[src/rtl/oclib_bc_csr_bridge_pkg.sv]
// Shared types and constants for the byte-channel to CSR bridge.
//   bc_8b_s / bc_8b_fb_s : 8-bit ready/valid byte channel (forward / backpressure)
//   csr_s / csr_fb_s     : CSR request and response buses
//   CsrStatus*           : bit positions inside the status byte
//   Csr*FrameBytes       : total request frame lengths, including byte0
//   bc_csr_state_e       : bridge FSM states
package oclib_bc_csr_bridge_pkg;

  typedef struct packed {
    logic [7:0] data;
    logic       valid;
  } bc_8b_s;

  typedef struct packed {
    logic ready;
  } bc_8b_fb_s;

  typedef struct packed {
    logic        read;
    logic        write;
    logic [31:0] block;
    logic [31:0] address;
    logic [31:0] wdata;
  } csr_s;

  typedef struct packed {
    logic [31:0] rdata;
    logic        ready;
    logic        error;
  } csr_fb_s;

  localparam int CsrStatusCsrError   = 0;
  localparam int CsrStatusCsrTimeout = 1;
  localparam int CsrStatusBadCmd     = 2;
  localparam int CsrStatusRxTimeout  = 3;

  localparam int CsrReadFrameBytes  = 9;
  localparam int CsrWriteFrameBytes = 13;

  localparam logic [3:0] CmdRead   = 4'h1;
  localparam logic [3:0] CmdWrite  = 4'h2;
  localparam logic [3:0] CmdStatus = 4'he;
  localparam logic [3:0] CmdClear  = 4'hf;

  typedef enum logic [1:0] {
    BcCsrIdle,
    BcCsrRxArgs,
    BcCsrCsrReq,
    BcCsrTxResp
  } bc_csr_state_e;

  // Index of the final argument byte (byte0 is not counted by the arg counter).
  function automatic logic [3:0] args_last(input logic is_write);
    return is_write ? 4'(CsrWriteFrameBytes - 2) : 4'(CsrReadFrameBytes - 2);
  endfunction

endpackage

[src/rtl/oclib_bc_shift_out.sv]
// Response serializer: loads up to 5 bytes (MSB first) plus a byte count and
// presents them one at a time on a ready/valid byte channel.
//   clock, resetn : clock and asynchronous active-low reset
//   load          : capture load_data/load_count (only issued while idle)
//   load_data     : response bytes, first byte in [39:32]
//   load_count    : number of bytes to send (1..5)
//   bcOut         : outgoing byte stream, data held until accepted
//   bcOutFb       : backpressure from the consumer
//   done          : pulses in the cycle the last byte is accepted
module oclib_bc_shift_out
  import oclib_bc_csr_bridge_pkg::*;
(
  input  logic        clock,
  input  logic        resetn,
  input  logic        load,
  input  logic [39:0] load_data,
  input  logic [2:0]  load_count,
  output bc_8b_s      bcOut,
  input  bc_8b_fb_s   bcOutFb,
  output logic        done
);

  logic [39:0] data_q, data_d;
  logic [2:0]  count_q, count_d;
  logic        valid_q, valid_d;
  logic        take;

  assign take = valid_q && bcOutFb.ready;

  // Shift one byte out per accepted transfer; the register only moves on
  // acceptance so data stays stable under backpressure.
  always_comb begin
    data_d  = data_q;
    count_d = count_q;
    valid_d = valid_q;
    done    = 1'b0;
    if (take) begin
      data_d  = {data_q[31:0], 8'h00};
      count_d = count_q - 3'd1;
      if (count_q == 3'd1) begin
        valid_d = 1'b0;
        done    = 1'b1;
      end
    end
    if (load) begin
      data_d  = load_data;
      count_d = load_count;
      valid_d = (load_count != 3'd0);
    end
  end

  always_ff @(posedge clock or negedge resetn) begin
    if (!resetn) begin
      data_q  <= '0;
      count_q <= '0;
      valid_q <= 1'b0;
    end else begin
      data_q  <= data_d;
      count_q <= count_d;
      valid_q <= valid_d;
    end
  end

  assign bcOut.data  = data_q[39:32];
  assign bcOut.valid = valid_q;

endmodule

[src/rtl/oclib_bc_csr_bridge.sv]
// Byte-channel to CSR bridge: parses request frames arriving on an 8-bit
// ready/valid stream, issues one CSR read/write at a time and streams back a
// status byte (plus read data for reads).
//   clock, resetn : clock and asynchronous active-low reset
//   bcIn/bcInFb   : request bytes and their backpressure
//   bcOut/bcOutFb : response bytes and their backpressure
//   csr/csrFb     : CSR request bus and its response
module oclib_bc_csr_bridge
  import oclib_bc_csr_bridge_pkg::*;
#(
  parameter int CsrTimeoutCycles = 1024,
  parameter int RxIdleCycles     = 65535
) (
  input  logic      clock,
  input  logic      resetn,
  input  bc_8b_s    bcIn,
  output bc_8b_fb_s bcInFb,
  output bc_8b_s    bcOut,
  input  bc_8b_fb_s bcOutFb,
  output csr_s      csr,
  input  csr_fb_s   csrFb
);

  bc_csr_state_e state_q, state_d;
  logic [31:0]   timer_q, timer_d;
  logic [3:0]    byte_cnt_q, byte_cnt_d;
  logic          is_write_q, is_write_d;
  logic [87:0]   args_q, args_d;
  csr_s          csr_q, csr_d;
  logic [7:0]    sticky_q, sticky_d;
  logic          ready_en_q;

  logic          in_ready, in_fire;
  logic [3:0]    byte0_space, byte0_cmd;
  logic          cmd_rw;
  logic [95:0]   args_next;
  logic          args_last_hit;
  logic          csr_seen, csr_expired, rx_expired;
  logic          load;
  logic [39:0]   load_data;
  logic [2:0]    load_count;
  logic [7:0]    op_status;
  logic          shift_done;

  // ready_en_q keeps bcInFb.ready low while reset is asserted even though the
  // FSM already sits in Idle.
  assign in_ready      = ready_en_q && ((state_q == BcCsrIdle) || (state_q == BcCsrRxArgs));
  assign in_fire       = bcIn.valid && in_ready;
  assign byte0_space   = bcIn.data[7:4];
  assign byte0_cmd     = bcIn.data[3:0];
  assign cmd_rw        = (byte0_space == 4'h0) && ((byte0_cmd == CmdRead) || (byte0_cmd == CmdWrite));
  assign args_next     = {args_q, bcIn.data};
  assign args_last_hit = (byte_cnt_q == args_last(is_write_q));
  assign csr_seen      = csrFb.ready || csrFb.error;
  assign csr_expired   = (timer_q == 32'(CsrTimeoutCycles - 1));
  assign rx_expired    = (RxIdleCycles != 0) && (timer_q == 32'(RxIdleCycles));

  // State register and all datapath flops.
  always_ff @(posedge clock or negedge resetn) begin
    if (!resetn) begin
      state_q    <= BcCsrIdle;
      timer_q    <= '0;
      byte_cnt_q <= '0;
      is_write_q <= 1'b0;
      args_q     <= '0;
      csr_q      <= '0;
      sticky_q   <= '0;
      ready_en_q <= 1'b0;
    end else begin
      state_q    <= state_d;
      timer_q    <= timer_d;
      byte_cnt_q <= byte_cnt_d;
      is_write_q <= is_write_d;
      args_q     <= args_d;
      csr_q      <= csr_d;
      sticky_q   <= sticky_d;
      ready_en_q <= 1'b1;
    end
  end

  // Next-state logic.
  always_comb begin
    state_d = state_q;
    case (state_q)
      BcCsrIdle: begin
        if (in_fire) state_d = cmd_rw ? BcCsrRxArgs : BcCsrTxResp;
      end
      BcCsrRxArgs: begin
        if (in_fire) begin
          if (args_last_hit) state_d = BcCsrCsrReq;
        end else if (rx_expired) begin
          state_d = BcCsrIdle;
        end
      end
      BcCsrCsrReq: begin
        if (csr_seen || csr_expired) state_d = BcCsrTxResp;
      end
      BcCsrTxResp: begin
        if (shift_done) state_d = BcCsrIdle;
      end
      default: state_d = BcCsrIdle;
    endcase
  end

  // Datapath and response loading. The single timer serves as the inter-byte
  // gap counter in RxArgs and the CSR wait counter in CsrReq; it restarts on
  // every state change and every accepted argument byte.
  always_comb begin
    timer_d    = '0;
    byte_cnt_d = byte_cnt_q;
    is_write_d = is_write_q;
    args_d     = args_q;
    csr_d      = csr_q;
    sticky_d   = sticky_q;
    load       = 1'b0;
    load_data  = '0;
    load_count = '0;
    op_status  = '0;
    case (state_q)
      BcCsrIdle: begin
        byte_cnt_d = '0;
        if (in_fire) begin
          is_write_d = (byte0_cmd == CmdWrite);
          args_d     = '0;
          if (!cmd_rw) begin
            load       = 1'b1;
            load_count = 3'd1;
            if ((byte0_space == 4'h0) && (byte0_cmd == CmdStatus)) begin
              load_data = {sticky_q, 32'h0};
            end else if ((byte0_space == 4'h0) && (byte0_cmd == CmdClear)) begin
              sticky_d = '0;
            end else begin
              op_status[CsrStatusBadCmd] = 1'b1;
              sticky_d  = sticky_q | op_status;
              load_data = {op_status, 32'h0};
            end
          end
        end
      end
      BcCsrRxArgs: begin
        if (in_fire) begin
          args_d     = args_next[87:0];
          byte_cnt_d = byte_cnt_q + 4'd1;
          if (args_last_hit) begin
            csr_d.read  = !is_write_q;
            csr_d.write = is_write_q;
            if (is_write_q) begin
              csr_d.block   = args_next[95:64];
              csr_d.address = args_next[63:32];
              csr_d.wdata   = args_next[31:0];
            end else begin
              csr_d.block   = args_next[63:32];
              csr_d.address = args_next[31:0];
              csr_d.wdata   = '0;
            end
          end
        end else if (rx_expired) begin
          sticky_d[CsrStatusRxTimeout] = 1'b1;
        end else if (RxIdleCycles != 0) begin
          timer_d = timer_q + 32'd1;
        end
      end
      BcCsrCsrReq: begin
        timer_d = timer_q + 32'd1;
        if (csr_seen || csr_expired) begin
          csr_d = '0;
          // error outranks ready when both arrive together
          if (csrFb.error) op_status[CsrStatusCsrError] = 1'b1;
          else if (!csrFb.ready) op_status[CsrStatusCsrTimeout] = 1'b1;
          sticky_d = sticky_q | op_status;
          load     = 1'b1;
          if (is_write_q) begin
            load_data  = {op_status, 32'h0};
            load_count = 3'd1;
          end else begin
            load_data  = {op_status, (csrFb.ready && !csrFb.error) ? csrFb.rdata : 32'h0};
            load_count = 3'd5;
          end
        end
      end
      default: ;
    endcase
  end

  // Outputs.
  always_comb begin
    bcInFb.ready = in_ready;
    csr          = csr_q;
  end

  oclib_bc_shift_out u_shift_out (
    .clock      (clock),
    .resetn     (resetn),
    .load       (load),
    .load_data  (load_data),
    .load_count (load_count),
    .bcOut      (bcOut),
    .bcOutFb    (bcOutFb),
    .done       (shift_done)
  );

endmodule
[config.mk]
export PLATFORM = sky130hd
export DESIGN_NAME = oclib_bc_csr_bridge
export DESIGN_NICKNAME = d
export VERILOG_FILES = /design/src/rtl/oclib_bc_csr_bridge_pkg.sv /design/src/rtl/oclib_bc_shift_out.sv /design/src/rtl/oclib_bc_csr_bridge.sv
export SDC_FILE = /design/constraint.sdc
export NUM_CORES = 1
export LEC_CHECK = 0
export BUFFER_PORTS_ARGS = -buffer_cell sky130_fd_sc_hd__buf_4
export CORE_ASPECT_RATIO = 1.1
export CORE_MARGIN = 4
export CORE_UTILIZATION = 35
export CTS_BUF_LIST = sky130_fd_sc_hd__clkbuf_8
export DETAILED_ROUTE_END_ITERATION = 10
export PLACE_DENSITY = 0.6
export SYNTH_ARGS = -nofsm -noshare
export SYNTH_HDL_FRONTEND = slang
export SYNTH_SLANG_ARGS = --single-unit
export TNS_END_PERCENT = 5
[constraint.sdc]
create_clock -name clock -period 2.95 [get_ports clock]
set_input_delay 0 -clock clock [delete_from_list [all_inputs] [get_ports clock]]
set_output_delay 0 -clock clock [all_outputs]
set_load 0.005 [all_outputs]
# After elaboration in Yosys (flattened, before gate mapping)
# Index checks and enable logic that the tools add are counted.
[classes]
muxes = 65
add_sub_neg = 3
bitwise_logic = 1
eq_ne = 23
n_reduce_logical = 31
[ops]
columns = ["operator", "count"]
rows = [
  ["two-way mux 98 bit", 3],
  ["two-way mux 40 bit", 5],
  ["case mux 98 bit (2 select lines)", 1],
  ["two-way mux 88 bit", 2],
  ["case mux 88 bit (2 select lines)", 1],
  ["two-way mux 32 bit", 4],
  ["two-way mux 96 bit", 1],
  ["case mux 40 bit (2 select lines)", 1],
  ["case mux 32 bit (2 select lines)", 1],
  ["two-way mux 8 bit", 5],
  ["two-way mux 35 bit", 1],
  ["two-way mux 34 bit", 1],
  ["adder 32 x 1 -> 32 bit (second input constant)", 1],
  ["== test 32 x 10 -> 1 bit (second input constant)", 1],
  ["== test 32 x 16 -> 1 bit (second input constant)", 1],
  ["two-way mux 1 bit", 19],
  ["inequality test 2 bit (second input constant)", 9],
  ["case mux 4 bit (2 select lines)", 2],
  ["two-way mux 2 bit", 7],
  ["two-way mux 3 bit", 4],
  ["case mux 3 bit (2 select lines)", 2],
  ["AND reduction 5 bit", 2],
  ["nonzero test 2 bit", 5],
  ["== test 4 bit (second input constant)", 2],
  ["other kinds (26)", 42],
]
[word_totals]
inputBits = 46
wordCells = 140
ff_bits = 278

# Longest topological paths before layout
# Gate-level depths: netlist of the first run.
[depth]
depth_word = 8
mapped_depth = 10
mapped_depth_nobuf = 7

# Modules after synthesis
# A second synthesis of the first run with hierarchy kept.
[unflattened]
hier_cells = 1008
area_unflattened_um2 = 12026.5
[modules_own_cells]
columns = ["module", "seq_area_each_um2", "cells_per_inst", "instances", "area_each_um2"]
rows = [
  ["oclib_bc_csr_bridge", 5755.5, 802, 1, 9930.8],
  ["oclib_bc_shift_out", 1101.1, 206, 1, 2095.8],
]

# Least setup slack after synthesis of the first run
# Ideal clock, no wire load.
[synth_path]
path_kind = "flip-flop to flip-flop"
startpoint = "register timer_q[0]"
endpoint = "register csr_q (netlist bit csr[43])"
required_ps = 2872
synth_period_minus_slack_ps = 2354
arrival_time_ps = 2276
slack_ps = 596
stages_incl_launch_ff = 11
cell_sequence = "dfrtp_1 -> ha_1 -> clkbuf_1 -> nor4b_1 -> and4_1 -> a21oi_1 -> nand2b_1 -> buf_2 -> buf_2 -> buf_2 -> o2bb2ai_1"
[synth_between]
elab_chain_cells = 4
[synth_lines]
columns = ["item", "line", "text"]
rows = [
  ["start, declared", "oclib_bc_csr_bridge.sv:25", "logic [31:0] timer_q, timer_d;"],
  ["start signal, assigned", "oclib_bc_csr_bridge.sv:71", "timer_q <= timer_d;"],
  ["== test 32 x 10 -> 1 bit", "oclib_bc_csr_bridge.sv:55", "assign csr_expired = (timer_q == 32'(CsrTimeoutCycles - 1));"],
  ["logical OR 1 bit", "oclib_bc_csr_bridge.sv:165", "if (csr_seen || csr_expired) begin"],
  ["inequality test 2 bit (no source line)", "-", ""],
  ["AND reduction 4 bit (no source line)", "-", ""],
  ["end signal, assigned", "oclib_bc_csr_bridge.sv:75", "csr_q <= csr_d;"],
  ["end, declared", "oclib_bc_csr_bridge.sv:29", "csr_s csr_q, csr_d;"],
]
# No other way between the ends.
# A chain may end at the register's enable or synchronous reset.

# Worst setup path in the final report of the first run
[layout_path]
startpoint = "register state_q[0]"
endpoint = "register u_shift_out.data_q[19]"
[layout_between]
elab_chain_cells = 7
[layout_lines]
columns = ["item", "line", "text"]
rows = [
  ["start, declared", "oclib_bc_csr_bridge.sv:24", "bc_csr_state_e state_q, state_d;"],
  ["start signal, assigned", "oclib_bc_csr_bridge.sv:61", "state_q <= BcCsrIdle;"],
  ["start signal, assigned", "oclib_bc_csr_bridge.sv:70", "state_q <= state_d;"],
  ["== test 2 x 1 -> 1 bit or logical NOT 2 bit (tied branches)", "oclib_bc_csr_bridge.sv:47, oclib_bc_csr_bridge.sv:119", ""],
  ["logical OR 1 bit", "oclib_bc_csr_bridge.sv:47", "assign in_ready = ready_en_q && ((state_q == BcCsrIdle) || (state_q == BcCsrRxArgs));"],
  ["logical AND 1 bit", "oclib_bc_csr_bridge.sv:47", ""],
  ["logical AND 1 bit", "oclib_bc_csr_bridge.sv:48", "assign in_fire = bcIn.valid && in_ready;"],
  ["two-way mux 40 bit or two-way mux 1 bit (tied branches)", "oclib_bc_csr_bridge.sv:122", "if (in_fire) begin"],
  ["case mux 40 bit (2 select lines) or case mux 1 bit (2 select lines) (tied branches)", "oclib_bc_csr_bridge.sv:119", "case (state_q)"],
  ["two-way mux 40 bit or nonzero test 2 bit (tied branches)", "-", ""],
  ["end signal, assigned", "oclib_bc_shift_out.sv:58", "data_q <= data_d;"],
  ["end, declared", "oclib_bc_shift_out.sv:23", "logic [39:0] data_q, data_d;"],
]
# Several ways; a longest one is shown, not always the timed one.

==> run_results.csv, run 1 <==
group,metric,value,unit
timing,hold_viol_final,0,
cts,clk_pin_slew_worst_paths,0.06,ns
grt,antenna_found_initial,0,
grt,grt_max_degree,98,
placed_design,dp_slack,0.5661,ns
synthesis,synth_edf_count,0,
synthesis,synth_nets,1016,
timing,tns,0,ns
timing,rsz0062_at_grt,"false",
grt,grt_usage,17.71,%
timing,finalWorstPathRequiredPeriod,2.545,ns
setup_path,crit-reg2reg-launch,"state_q[0]$_DFFE_PN0P_",
cells_and_area,num_antenna_cells,0,
setup_path,r2r_end,"u_shift_out.data_q[19]$_DFFE_PN0P_",
placed_design,dpl.hpwl,21520,um
timing,finalCritPeriodShare,86.27,%
floorplan,die-width,182.8,um
timing,max_slew_margin,47.11,%
route,drcViolationCount,0,
synthesis,ys_types,53,
synthesis,synth-async-reset-ratio,100.0,%
floorplan,num_io_pins,154,
route,met1_length,13760,um
route,met3_length,2091,um
setup_path,worstSetupStartpointType,"flip-flop",
cts,htree_levels,2,
synthesis,yosys_register_bits,274,
timing,worst_slew_pin_slew,0.7862,ns
setup_path,r2r_cells,8,
floorplan,core,0.03319,sq mm
route,viasPerCell,5.457,
cts,hold_buffers,55,
setup_path,critPathRequiredTime,3.42,ns
setup_path,cp-end-kind,"flip-flop",
cells_and_area,final_cell_mix,"dfrtp_1 (273), buf_4 (171), a22o_1 (129)",
cts,post_cts_buffers,0,
floorplan,num_rows,70,
setup_path,r2r_slack,0.41,ns
run_status,outcome,"completed",
cells_and_area,area_growth,25.97,%
cts,numCtsBuffers,47,
timing,fin_ws,0.4051,ns
synthesis,netlist_area,0.01177,sq mm
grt,grt_pass1_vias,9076,
setup_path,crit_arrival,3.01,ns
cells_and_area,nNetsFinal,1209,
route,routedWlPerCell,20.29,um
floorplan,fp.dieH,200.3,um
cts,clockBufferDepth,3,
route,via_count,8840,
setup_path,crit_type,"reg2reg",
placed_design,globalplace.congestion,0.8465,
power,p_leak,0.006768,uW
timing,drv_slew,0,
route,ant_nets,0,
timing,setup_viol,0,
synthesis,synth-main-ff-cell,"dfrtp_1",
timing,clock.fmax,393.0,MHz
cells_and_area,drive_above_1_share,20.88,%
floorplan,fp.dieArea,0.03663,sq mm
route,dr.pass1.iters,5,
cells_and_area,layout_commonest_cell,"dfrtp_1",
route,wl_met2,16150,um
cts,cts.sinks,274,
grt,grt_pass1_wl,52690,um
synthesis,avgSynthCellArea,12.25,sq um
power,cellPowerDensity,755.0,mW/mm^2
cts,tritoncts,"yes",
cts,insertion_delay,0.56,ns
synthesis,syn_inst,961,
route,drt_wl_total,32870,um
timing,finClkSkew,0.02335,ns
power,ir_drop,0.4382,mV
cts,cts_root_buffer,"clkbuf_8",
placed_design,port_buffers,153,
flow_run,drv_cap,0,
synthesis,yosys_warnings,0,
grt,grt_overflow,0,
route,drtIter0Drc,551,
floorplan,initial_utilization,35.46,%
worst_hold_path,hp-class,"in2async",
route,top_layer,"met4",
setup_path,worstSetupStartpoint,"state_q[0]$_DFFE_PN0P_",
setup_path,critPathMaxFanout,32,
synthesis,synth_seq_area_share,58.25,%
cts,cts_resized,0,
==> sequential cells by signal, indices dropped and copies added, names as in the netlist, 2 cells and up <==
register / flops
csr: 98
args_q: 88
u_shift_out.data_q: 40
timer_q: 32
byte_cnt_q: 4
sticky_q: 4
u_shift_out.count_q: 3
state_q: 2
==> power by group <==
part / total [uW] / switching [uW] / leakage [uW] / internal (uW)
Clock: 3460 / 1530 / 0.000563 / 1930
Sequential: 4820 / 547 / 0.00374 / 4270
Combinational: 2920 / 1640 / 0.00247 / 1280
==> kinds of logic after synthesis <==
group	after synthesis	share of synthesized area, %
buf+inv	97	3.561
flops	274	58.25
simple gates	191	8.132
compound gates	288	20.77
mux	71	6.059
fa+ha+maj	9	0.9568
xor+xnor	30	2.232
other cells	1	0.03186
==> metal layers <==
layer | up-vias | global-route usage [%]
met4 | 0 | 4.896
met3 | 62 | 3.669
met5 | - | 0
met2 | 290 | 29.26
met1 | 4455 | 23.75
li1 | 4033 | -
==> worst max-delay path, cell delays in order (launching register included) <==
cell and delay [ns]:
dfrtp_1 0.40, inv_1 0.10, ha_1 0.37, nand2_1 0.23, nor3b_2 0.19, buf_4 0.33, nand2_1 0.10, dlygate4sd3_1 0.56
a2bb2oi_1 0.15
==> final cells by class <==
class	instances	area (sq um)
fill	3056	18370
sequential	274	6860
multi-input combinational	590	4516
timing repair buffer	231	1929
clock buffer	54	743.2
tap	432	540.5
clock inverter	29	200.2
inverter	10	37.54
==> metrics by stage <==
stage | util [%] | instance area (sq um) | power [uW] | hold slack (ns) | std cells
2_1_floorplan | - | 11770 | 6825 | -0.2956 | 961
3_3_place_gp | 40.17 | 13330 | 7700 | 0.08737 | 1482
3_5_place_dp | 40.17 | 13330 | 7741 | 0.08617 | 1482
4_1_cts | 44.67 | 14830 | 11330 | 0.07529 | 1620
5_1_grt | 44.67 | 14830 | 11800 | 0.1229 | 1620
6_report | 44.67 | 14830 | 11190 | 0.06926 | 1620
==> worst max-delay path by stage <==
stage	to	depth (start not counted)
final	u_shift_out.data_q[19]$_DFFE_PN0P_	8
after global routing	u_shift_out.data_q[19]$_DFFE_PN0P_	8
after CTS	u_shift_out.data_q[19]$_DFFE_PN0P_	8
after detailed placement	state_q[1]$_DFFE_PN0P_	5
after global placement	state_q[1]$_DFFE_PN0P_	5
after floorplan	csr[43]$_DFFE_PN0P_	10
==> synthesized netlist by cell type (5+ instances only) <==
| library cell | count | area share, % |
|---|---|---|
| and3_1 | 8 | 0.43 |
| dfrtp_1 | 274 | 58 |
| and4_1 | 7 | 0.52 |
| ha_1 | 9 | 0.96 |
| xnor2_1 | 12 | 0.89 |
| nor4_1 | 13 | 0.69 |
| xor2_1 | 18 | 1.3 |
| nor3_1 | 6 | 0.26 |
| clkbuf_1 | 69 | 2.2 |
| a2bb2oi_1 | 28 | 2.1 |
| mux2i_1 | 69 | 5.9 |
| buf_4 | 9 | 0.57 |
| o21ai_0 | 9 | 0.38 |
| nand3_1 | 19 | 0.81 |
| nand2_1 | 58 | 1.8 |
| inv_1 | 10 | 0.32 |
| a22o_1 | 129 | 9.6 |
| and2_1 | 7 | 0.37 |
| buf_2 | 5 | 0.21 |
| o221ai_1 | 26 | 1.9 |
| nand4_1 | 11 | 0.58 |
| nor2_1 | 40 | 1.3 |
| or3_1 | 7 | 0.37 |
| a21oi_1 | 11 | 0.47 |
| o2bb2ai_1 | 65 | 4.8 |
Note: power is estimated with default switching activity, not from simulation.
==> run 2, diff against run 1 <==
Settings changed: ABC_AREA set to 1.
==> run 2 against run 1 <==
  * Clock power grew 14%
  * Die area grew 7.9%
  * Register-to-register slack lost 0.14 ns
  * Routed wire length grew 12%
  * Total power grew 18%
  * Highest routed layer unchanged
==> run_results.csv, run 2 <==
group,metric,value,unit
cts,cts.sinks,274,
cells_and_area,utilization,43.76,%
route,viasPerCell,4.931,
placed_design,globalplace.congestion,0.8728,
timing,finalCritPeriodShare,90.91,%
setup_path,critPathMaxFanout,80,
synthesis,yosys_warnings,0,
timing,fin_ws,0.2682,ns
synthesis,synth.area.top_cells,"dfrtp_1 (54%), nand2_1 (14%), o21ai_0 (4.9%), inv_1 (4.3%), o22ai_1 (4.0%)",
cells_and_area,stdcell_count,2234,
synthesis,synth.most_common_cell,"nand2_1",
cts,clockBufferDepth,3,
timing,rsz0062_at_grt,"false",
grt,grt_overflow,0,
synthesis,netlist_area,0.01274,sq mm
placed_design,port_buffers,153,
cts,htree_levels,2,
flow_run,drv_cap,0,
floorplan,fp.dieArea,0.03951,sq mm
cts,cts_root_buffer,"clkbuf_8",
route,routedWlPerCell,16.43,um
timing,finalWorstPathRequiredPeriod,2.682,ns
setup_path,crit_arrival,3.15,ns
synthesis,synth-async-reset-ratio,100.0,%
timing,worst_slew_pin_slew,0.8555,ns
synthesis,synth-main-ff-cell,"dfrtp_1",
timing,hold_viol_final,0,
cts,tritoncts,"yes",
power,p_leak,0.007404,uW
power,cellPowerDensity,836.4,mW/mm^2
route,drt_wl_total,36700,um
floorplan,initial_utilization,35.30,%
grt,grt_usage,18.35,%
cells_and_area,area_growth,23.94,%
grt,grt_pass1_wl,59580,um
floorplan,core,0.03608,sq mm
synthesis,netlist.top_cell.by_area,"dfrtp_1",
placed_design,dp_slack,0.4380,ns
setup_path,crit_chain,"inv_1, ha_1, o21a_2, nand2_4, clkinv_2, buf_6, o22ai_1, dlygate4sd3_1",
power,ir_drop,0.5819,mV
synthesis,yosys_register_bits,274,
synthesis,syn_inst,1533,
cells_and_area,nNetsFinal,1763,
synthesis,synth_edf_count,0,
synthesis,avgSynthCellArea,8.309,sq um
timing,whs,0.02101,ns
grt,antenna_found_initial,1,
synthesis,synth_seq_area_share,53.83,%
cells_and_area,fillers,3592,
timing,finClkSkew,0.03563,ns
setup_path,crit_type,"reg2reg",
timing,clock.fmax,372.9,MHz
cells_and_area,layout_commonest_cell,"nand2_1",
route,ant_nets,0,
cells_and_area,drive_above_1_share,16.08,%
worst_hold_path,hp-class,"in2async",
cts,insertion_delay,0.59,ns
cells_and_area,final_cell_mix,"nand2_1 (474), dfrtp_1 (273), buf_4 (166)",
floorplan,num_io_pins,154,
setup_path,cpMaxStageDelayCell,"dlygate4sd3_1",
cts,numCtsBuffers,48,
placed_design,placed_cells,2095,
synthesis,synth_top_area_share,53.83,%
setup_path,cp-end-kind,"flip-flop",
cts,clk_pin_slew_worst_paths,0.07,ns
timing,tns,0,ns
cts,post_cts_buffers,0,
route,drcViolationCount,0,
route,via_count,11020,
floorplan,fp.dieH,208.1,um
setup_path,critPathRequiredTime,3.42,ns
timing,drv_slew,0,
floorplan,num_rows,73,
grt,grt_pass1_vias,10920,
cells_and_area,largest_reg_flops,98,
synthesis,synth_nets,1588,
grt,grt_max_degree,164,
timing,setup_viol,0,
route,drtIter0Drc,975,
synthesis,synth_common_cells,"nand2_1 (474), dfrtp_1 (274), inv_1 (145), o21ai_0 (125), o22ai_1 (82)",
setup_path,timing.critical_path.slowest_cell_delay,0.58,ns
synthesis,ys_types,43,
timing,max_slew_margin,42.97,%
run_status,outcome,"completed",
setup_path,worstSetupStartpointType,"flip-flop",
floorplan,die-width,189.9,um
placed_design,dpl.hpwl,24710,um
route,dr.pass1.iters,5,
cells_and_area,num_antenna_cells,0,
-- run 2: cell types whose count changed after synthesis, sizes merged, moves of 15 or more --
cell and delta:
buf +20, mux2i -68, o2bb2ai -65, nor2 +42
nand3 +37, nand4 +35, a2bb2oi -28, o22ai +81
nor3 +15, a22o -129, nand2 +424, o21ai +174
o221ai -26, inv +140
-- run 2: critical path: cells and delay by family (launching register included) --
kind,cells,cell delay [ns]
AOI/OAI and AO/OA,2,0.38
adders and majority gates,1,0.28
buffers and inverters,4,1.25
DFF,1,0.41
and+or+nand+nor,1,0.15
-- run 2: cell families (layout without fill, tap and decap cells) --
logic type      count (synthesis)  count (layout)  synth area share (%)
compound gates                287             287                 12.48
mux                             1               1               0.07859
xor+xnor                       21              21                 1.444
flops                         274             274                 53.83
simple gates                  692             692                 22.76
other cells                     1               1               0.02944
fa+ha+maj                       9               9                0.8841
buf+inv                       248             462                 8.497
-- run 2: path summary, 6_finish.rpt --
check	start	slack, ns	end	cells past startpoint
max	state_q[0]$_DFFE_PN0P_	0.27	args_q[4]$_DFFE_PN0P_	8
min	resetn	0.02	u_shift_out.data_q[38]$_DFFE_PN0P_	2
max reg2reg	state_q[0]$_DFFE_PN0P_	0.27	args_q[4]$_DFFE_PN0P_	8
min reg2reg	u_shift_out.data_q[1]$_DFFE_PN0P_	0.47	u_shift_out.data_q[1]$_DFFE_PN0P_	2
max in group asynchronous	resetn	1.97	args_q[45]$_DFFE_PN0P_	3
min in group clock	csrFb[6]	0.28	u_shift_out.data_q[4]$_DFFE_PN0P_	4
-- run 2: routing by layer --
metal | wire length (um) | global-route usage [%] | vias to the layer above | share of wire, %
li1 | - | - | 5347 | -
met1 | 16390 | 25.28 | 5340 | 45
met2 | 17630 | 29.60 | 257 | 48
met3 | 1612 | 3.255 | 71 | 4.4
met4 | 1056 | 5.739 | 0 | 2.9
met5 | 0 | 0 | - | 0
-- run 2: cell type report --
cell class	instances	area (sq um)	share of cell area [%]
Timing Repair Buffer	221	1833	11.61
Sequential cell	274	6860	43.46
Inverter	152	576.8	3.654
Tap cell	487	609.3	3.860
Clock inverter	29	270.3	1.712
Multi-Input combinational cell	1011	4811	30.47
Clock buffer	60	825.8	5.231
-- run 2: per-stage QoR --
stage	instance area [sq um]	power (uW)
after floorplan	12740	7754
after global placement	14190	9190
after detailed placement	14190	9253
after CTS	15780	13360
after global routing	15790	14120
final	15790	13200
-- run 2: power breakdown --
part | switching [uW] | internal, uW
Sequential | 563 | 4610
Combinational | 2610 | 1480
Clock | 1650 | 2290
Total | 4830 | 8370
-- run 2: repair_timing --
item | 4_1_cts | 5_1_grt
hold buffers | 50 | 0
endpoints found under the hold margin | 176 | 0
gates resized for setup | 0 | 1
endpoints found under the setup margin | 0 | 3
==> run 3, diff against run 2 <==
--- a/config.mk
+++ b/config.mk
@@ -9,2 +9,3 @@
 export BUFFER_PORTS_ARGS = -buffer_cell sky130_fd_sc_hd__buf_4
+export CAP_MARGIN = 30
 export CORE_ASPECT_RATIO = 1.1
==> constraint.sdc (replaced) <==
create_clock -name clock -period 2.95 [get_ports clock]
set_input_delay 0.59 -clock clock [delete_from_list [all_inputs] [get_ports clock]]
set_output_delay 0.59 -clock clock [all_outputs]
set_load 0.005 [all_outputs]
==> run 3 against run 2 <==
  * Maximum frequency fell by 2.1%
  * Worst hold slack improved by 0.00086 ns
  * Non-clock buffer count fell by 48
  * Via count fell by 2.5%
  * Clock power fell by 11%
  * Core utilization fell by 1.7 points
  * Routed wire length fell by 0.62%
  * Global-route usage fell by 0.19 points
  * Clock-buffer cell count fell by 7
  * Sequential cell count did not move
  * Critical path type unchanged
  * Largest power group unchanged
  * Clock skew rose by 0.00054 ns
==> run_results.csv, run 3 (synthesis results as in run 2) <==
group,metric,value,unit
route,ant_nets,0,
placed_design,globalplace.congestion,0.8729,
flow_run,drv_cap,0,
timing,worst_slew_pin_slew,0.9620,ns
setup_path,crit_type,"reg2reg",
cts,numCtsBuffers,46,
cts,cts.sinks,274,
cells_and_area,largest_reg_flops,98,
floorplan,num_rows,73,
timing,clock.fmax,365.1,MHz
cells_and_area,layout_commonest_cell,"nand2_1",
grt,grt_pass1_wl,58620,um
route,drt_wl_total,36470,um
cts,clockBufferDepth,3,
floorplan,initial_utilization,35.30,%
timing,finClkSkew,0.03617,ns
route,via_count,10740,
route,viasPerCell,4.925,
power,cellPowerDensity,837.2,mW/mm^2
setup_path,r2r_cells,8,
power,power,12720,uW
setup_path,critPathRequiredTime,3.41,ns
setup_path,worstSetupStartpointType,"flip-flop",
placed_design,port_buffers,153,
cells_and_area,nNetsFinal,1713,
cts,htree_levels,2,
timing,rsz0062_at_grt,"false",
floorplan,fp.dieH,208.1,um
route,wl_met2,17800,um
cells_and_area,area_growth,19.26,%
cells_and_area,fillers,3620,
cts,hold_buffers,0,
cts,insertion_delay,0.60,ns
cts,cts_root_buffer,"clkbuf_8",
worst_hold_path,hp-class,"in2async",
cts,clk_pin_slew_worst_paths,0.06,ns
cts,cts_resized,0,
route,drcViolationCount,0,
timing,drv_slew,0,
cells_and_area,num_antenna_cells,0,
setup_path,r2r_end,"csr[91]$_DFFE_PN0P_",
setup_path,cp-end-kind,"flip-flop",
timing,finalWorstPathRequiredPeriod,2.739,ns
cts,post_cts_buffers,0,
setup_path,crit-reg2reg-launch,"state_q[0]$_DFFE_PN0P_",
cts,tritoncts,"yes",
route,routedWlPerCell,16.73,um
timing,setup_viol,0,
setup_path,crit_arrival,3.20,ns
cells_and_area,drive_above_1_share,16.07,%
run_status,outcome,"completed",
floorplan,num_io_pins,154,
timing,hold_viol_final,0,
route,top_layer,"met4",
floorplan,core,0.03608,sq mm
grt,grt_overflow,0,
floorplan,die-width,189.9,um
setup_path,critPathMaxFanout,163,
cells_and_area,final_cell_mix,"nand2_1 (474), dfrtp_1 (273), buf_4 (166)",
grt,antenna_found_initial,1,
grt,grt_usage,18.16,%
route,dr.pass1.iters,6,
placed_design,dpl.hpwl,25150,um
timing,finalCritPeriodShare,92.85,%
route,met1_length,16500,um
grt,grt_pass1_vias,10590,
route,drtIter0Drc,861,
setup_path,r2r_slack,0.21,ns
floorplan,fp.dieArea,0.03951,sq mm
grt,grt_max_degree,164,
power,p_leak,0.007159,uW
timing,tns,0,ns
power,ir_drop,0.4535,mV
timing,max_slew_margin,35.87,%
route,met3_length,1530,um
-- run 3: how the worst max path moves through the flow --
stage                                 startpoint                                 end  slack, ns  cells after the start
after detailed placement                 bcIn[8]  u_shift_out.data_q[15]$_DFFE_PN0P_       0.34                     10
after CTS                 state_q[0]$_DFFE_PN0P_                 csr[93]$_DFFE_PN0P_       0.38                      8
after floorplan           state_q[0]$_DFFE_PN0P_             sticky_q[3]$_DFFE_PN0P_       1.07                     10
final                     state_q[0]$_DFFE_PN0P_                 csr[91]$_DFFE_PN0P_       0.21                      8
after global placement                   bcIn[8]  u_shift_out.data_q[13]$_DFFE_PN0P_       0.44                     10
after global routing      state_q[0]$_DFFE_PN0P_                 csr[82]$_DFFE_PN0P_       0.14                      9
-- run 3: final cells by class --
type / instances / area, sq um / area share [%]
Sequential cell: 274 / 6860 / 45.16
Inverter: 152 / 576.8 / 3.797
Tap cell: 487 / 609.3 / 4.011
Timing Repair Buffer: 173 / 1381 / 9.093
Clock buffer: 53 / 729.5 / 4.802
Multi-Input combinational cell: 1011 / 4811 / 31.67
Clock inverter: 30 / 222.7 / 1.466
-- run 3: worst max-delay path, stage by stage (launching register included) --
cell and delay [ns]:
dfrtp_1 0.41, inv_1 0.09, ha_1 0.26, o21a_2 0.25, nand3_4 0.31, nor2_2 0.37
o21ai_4 0.09, buf_12 0.20, o21ai_0 0.36
-- run 3: per-stage QoR --
step | hold WS (ns) | worst slack, ns | cells | instance area [sq um] | utilization (%)
after floorplan | 0.2944 | 1.068 | 1533 | 12740 | -
after global placement | 0.4560 | 0.4369 | 2097 | 14240 | 39.47
after detailed placement | 0.4610 | 0.3425 | 2097 | 14240 | 39.47
after CTS | 0.02160 | 0.3838 | 2180 | 15190 | 42.11
after global routing | 0.05616 | 0.1362 | 2180 | 15190 | 42.11
final | 0.02187 | 0.2108 | 2180 | 15190 | 42.11
-- run 3: power by group --
part | leakage [uW] | internal [uW] | switching (uW)
Clock | 0.000557 | 1920 | 1600
Combinational | 0.00284 | 1420 | 2660
Sequential | 0.00376 | 4610 | 510
Total | 0.00716 | 7950 | 4770
-- run 3: layer usage --
layer  global-route usage (%)  vias up
met2                    30.04      220
met5                        0        -
li1                         -     5241
met3                    3.054       51
met1                    24.97     5225
met4                    4.516        0
